===== src/rtl/cp0_unit.sv =====
// Coprocessor 0 for the M stage: SR/Cause/EPC/PRId storage, interrupt and
// exception entry, eret return, and the pipeline flush/fetch redirect.
module cp0_unit #(
    parameter logic [31:0] PRID       = 32'h2017_0001,
    parameter logic [31:0] HANDLER_PC = 32'h0000_4180
) (
    input  logic        clk,
    input  logic        rst,
    input  logic [4:0]  cp0_addr,
    input  logic        cp0_we,
    input  logic [31:0] cp0_wdata,
    output logic [31:0] cp0_rdata,
    input  logic [31:0] pcM,
    input  logic        bdM,
    input  logic        exc_validM,
    input  logic [4:0]  exc_codeM,
    input  logic [5:0]  hw_int,
    input  logic        eretM,
    output logic        flush,
    output logic        npc_sel,
    output logic [31:0] npc_cp0
);

    localparam logic [4:0] ADDR_SR    = 5'd12;
    localparam logic [4:0] ADDR_CAUSE = 5'd13;
    localparam logic [4:0] ADDR_EPC   = 5'd14;
    localparam logic [4:0] ADDR_PRID  = 5'd15;

    logic [5:0]  sr_im;
    logic        sr_exl;
    logic        sr_ie;
    logic        cause_bd;
    logic [5:0]  cause_ip;
    logic [4:0]  cause_exc;
    logic [31:0] epc;

    logic        int_req;
    logic        exc_req;
    logic        take;
    logic        do_eret;
    logic        do_mtc0;
    logic [31:0] pc_aligned;
    logic [31:0] epc_entry;

    assign int_req = sr_ie & ~sr_exl & (|(hw_int & sr_im));
    assign exc_req = exc_validM & ~sr_exl;
    assign take    = int_req | exc_req;
    assign do_eret = eretM & ~take;
    assign do_mtc0 = cp0_we & ~take & ~eretM;

    // A delay-slot instruction restarts at its branch, one word earlier; wraps mod 2^32.
    assign pc_aligned = pcM & 32'hFFFF_FFFC;
    assign epc_entry  = bdM ? (pc_aligned - 32'd4) : pc_aligned;

    always_ff @(posedge clk) begin
        if (rst) begin
            sr_im     <= 6'd0;
            sr_exl    <= 1'b0;
            sr_ie     <= 1'b0;
            cause_bd  <= 1'b0;
            cause_ip  <= 6'd0;
            cause_exc <= 5'd0;
            epc       <= 32'd0;
        end else begin
            cause_ip <= hw_int;
            if (take) begin
                sr_exl    <= 1'b1;
                cause_bd  <= bdM;
                cause_exc <= int_req ? 5'd0 : exc_codeM;
                epc       <= epc_entry;
            end else if (do_eret) begin
                sr_exl <= 1'b0;
            end else if (do_mtc0) begin
                case (cp0_addr)
                    ADDR_SR: begin
                        sr_im  <= cp0_wdata[15:10];
                        sr_exl <= cp0_wdata[1];
                        sr_ie  <= cp0_wdata[0];
                    end
                    ADDR_EPC: epc <= cp0_wdata;
                    default: ;
                endcase
            end
        end
    end

    always_comb begin
        cp0_rdata = 32'd0;
        case (cp0_addr)
            ADDR_SR:    cp0_rdata = {16'd0, sr_im, 8'd0, sr_exl, sr_ie};
            ADDR_CAUSE: cp0_rdata = {cause_bd, 15'd0, cause_ip, 3'd0, cause_exc, 2'b00};
            ADDR_EPC:   cp0_rdata = epc;
            ADDR_PRID:  cp0_rdata = PRID;
            default:    cp0_rdata = 32'd0;
        endcase
    end

    // Redirect is suppressed while reset is held so a mid-handler reset does not flush.
    assign flush   = ~rst & (take | eretM);
    assign npc_sel = flush;
    assign npc_cp0 = (take || !eretM) ? HANDLER_PC : epc;

endmodule

===== config.mk =====
export PLATFORM = sky130hd
export DESIGN_NAME = cp0_unit
export DESIGN_NICKNAME = d
export VERILOG_FILES = /design/src/rtl/cp0_unit.sv
export SDC_FILE = /design/constraint.sdc
export NUM_CORES = 1
export LEC_CHECK = 0
export CORE_ASPECT_RATIO = 1.75
export CORE_MARGIN = 4
export CORE_UTILIZATION = 47
export DETAILED_ROUTE_END_ITERATION = 12
export HOLD_SLACK_MARGIN = 0.02
export PLACE_DENSITY = 0.86
export SKIP_CTS_REPAIR_TIMING = 1
export SLEW_MARGIN = 10
export SYNTH_ARGS = -nofsm -noshare
export SYNTH_HDL_FRONTEND = slang
export SYNTH_SLANG_ARGS = --single-unit

===== constraint.sdc =====
create_clock -name clk -period 3.18 [get_ports clk]
set_input_delay 0.636 -clock clk [delete_from_list [all_inputs] [get_ports clk]]
set_output_delay 0.636 -clock clk [all_outputs]
set_load 0.01 [all_outputs]

==> qor.csv <==
metric,value,unit
die_w,74.15,um
clkLatencyLatePin,0.30,ns
wire_per_inst,21.72,um
synth-seq-cells,52,
path_clk_slew,0.07,ns
cts_htree_levels,2,
core-area,0.007515,mm2
finalClockSkew,0.006583,ns
worst-slew-pin-transition,0.5572,ns
period_minus_slack,3.145,ns
cp_num_buf_inv,3,
crit_fanout,15,
synth_enable_flop_cells,0,
cts_tree,yes,
antenna_found_initial,0,
cap_violations,0,
cts.sinks,52,
p_comb_frac,0.233,
hpwl,10.29,mm
grt_pass1_vias,4167,
endpoint_kind,output port,
vdd_drop_max,0.2579,mV
drt-vias-per-instance,6.328,
synthFlopType,dfxtp_1,
async_flop_share,0,
p_seq_frac,0.390,
grt_start_max_net_pins,56,
crit_family,buffers and inverters,
regArea,0.001041,mm2
fillers,547,
placed_area,0.005304,mm2
nets,672,
gr-total-overflow,0,
final_common_cell,clkdlybuf4s50_1,
die_y,123.8,um
synth.cell_area,0.003598,mm2
clock_power_share,0.377,
p_leak,2.941,nW
required,2.54,ns
hold_viol,0,
p_int,1.367,mW
num_io_pins,152,
design_area,0.005714,mm2
ys_seq_area_frac,0.2893,
layout.cells.most_common_list,"clkdlybuf4s50_1 (110), and3_1 (62), dfxtp_1 (52)",
drcViolationCount,0,
avgSynthCellArea,8.311,um2
status,completed,
critPathSlowestCell,clkdlybuf4s50_1,
crit_arrival,2.51,ns
p_sw_frac,0.2595,
die_area,0.009175,mm2
clockBufferDepth,2,
root_buffer,clkbuf_16,
ys_warn_count,0,
max_freq,318.0,MHz
cp_slowest_stage_delay,0.58,ns
setup_viol,0,
p_sw,0.4792,mW
crit_top_cell,clkdlybuf4s50_1,
cts_buffers,5,
finalSetupTns,0,ns
power.density,323.1,mW/mm2
num_rows,42,
synth_nets,520,
grt_pass1_wl,20.98,mm
synthesis.instances,433,
initial_core_util,0.4789,
gp_congestion,0.9122,
dr.pass1.iters,5,
drtIter0Drc,374,
multi_input_area,0.002401,mm2
routed-via-count,4259,
wl,14.62,mm
port_buffers,149,
ant_nets,0,
fin_crit_sh,0.9888,
synth_cell_type_count,57,
hp-class,reg -> reg,
start_kind,primary input,
worst-setup-path-type,in -> out,
n_antenna_cell,0,
crit_chain,clkdlybuf4s50_1 -> nor4bb_4 -> buf_12 -> and3_1 -> clkdlybuf4s50_1,
finalMaxSlewViolations,0,
syn2layout_area_growth,58.80,%
grtUsageTotal,0.2963,
relSlewSlack,0.6265,
layout-drive-gt1-share,0.1128,
-- synth_stat cells, drive strengths merged (4+ instances only) --
cell type   n  share of area
and3       62           0.11
dfxtp      52           0.29
clkbuf     37          0.039
a211oi     35          0.073
nand2      23          0.024
nor2       23          0.024
mux2i      18          0.050
nand2b     18          0.031
a311oi     12          0.029
a22o       10          0.024
nand4      10          0.023
xor2       10          0.024
nand3       9          0.013
nor3        9          0.015
nor2b       7          0.012
nor4        7          0.025
a22oi       6          0.013
buf         6          0.010
o31ai       6          0.016
a21o        5          0.010
inv         5         0.0052
o21ai       5         0.0070
o41ai       5          0.012
or3         5         0.0090
a21oi       4         0.0056
a221oi      4         0.0097
and2        4         0.0070
or4         4         0.0083
-- worst register-to-register path, delay by kind of cell (launching register included) --
kind                   cells  cell delay (ns)
buffers and inverters      2             0.31
AOI/OAI and AO/OA          2             0.68
and+or+nand+nor            1             0.50
DFF                        1             0.34
muxes                      1             0.30
-- metal layers --
layer,share of wire,global-route usage
met1,0.36,0.3295
met2,0.54,0.5378
met3,0.059,0.03150
met4,0.044,0.1542
met5,0,0
-- flip-flops by register name, indices dropped and copies added, names as in the netlist --
name       flops
epc           32
cause_ip       6
sr_im          6
cause_exc      5
cause_bd       1
sr_exl         1
sr_ie          1
-- power groups by stage --
stage                     sequential, mW  clock [mW]  combinational [mW]
after global routing               0.724       0.718               0.457
final                              0.720       0.697               0.429
after global placement             0.731           0               0.399
after detailed placement           0.733           0               0.406
after floorplan                    0.720           0               0.175
after CTS                          0.718       0.699               0.410
-- cell families (layout without fill, tap and decap cells) --
| kind of cell | Yosys count | count (layout) | share of synthesized area |
|---|---|---|---|
| compound gates | 107 | 107 | 0.2354 |
| xor+xnor | 12 | 12 | 0.02921 |
| fa+ha+maj | 1 | 1 | 0.003476 |
| buf+inv | 48 | 200 | 0.05424 |
| flops | 52 | 52 | 0.2893 |
| mux | 18 | 18 | 0.05007 |
| simple gates | 195 | 195 | 0.3383 |
-- worst paths after layout --
path	depth (start not counted)	endpoint	start	slack [ns]
worst min register to register	2	cause_bd$_SDFFE_PP0N_	cause_bd$_SDFFE_PP0N_	0.46
worst max register to register	6	sr_im[1]$_SDFFE_PP0P_	sr_im[3]$_SDFFE_PP0P_	0.95
worst min-delay path	2	cause_bd$_SDFFE_PP0N_	cause_bd$_SDFFE_PP0N_	0.46
worst max-delay path	5	cp0_rdata[23]	cp0_addr[0]	0.04
-- through the flow --
step,setup slack (ns),std cells,power (mW),hold slack (ns),util
final,0.03548,673,1.846,0.4601,0.7604
after global routing,-0.01222,673,1.900,0.4884,0.7604
after CTS,-0.1924,665,1.827,0.4599,0.7304
after detailed placement,-0.1821,658,1.139,0.4500,0.7058
after global placement,-0.1637,658,1.130,0.4484,0.7058
after floorplan,0.6172,433,0.8950,0.4360,-
-- final cells by class --
| class | count | share of cell area |
|---|---|---|
| tap | 88 | 0.01927 |
| multi-input combinational | 333 | 0.4202 |
| sequential | 52 | 0.1822 |
| timing repair buffer | 188 | 0.3427 |
| clock buffer | 5 | 0.02190 |
| inverter | 5 | 0.003284 |
| clock inverter | 2 | 0.01051 |
No activity file was read; power rests on OpenSTA's default activity.
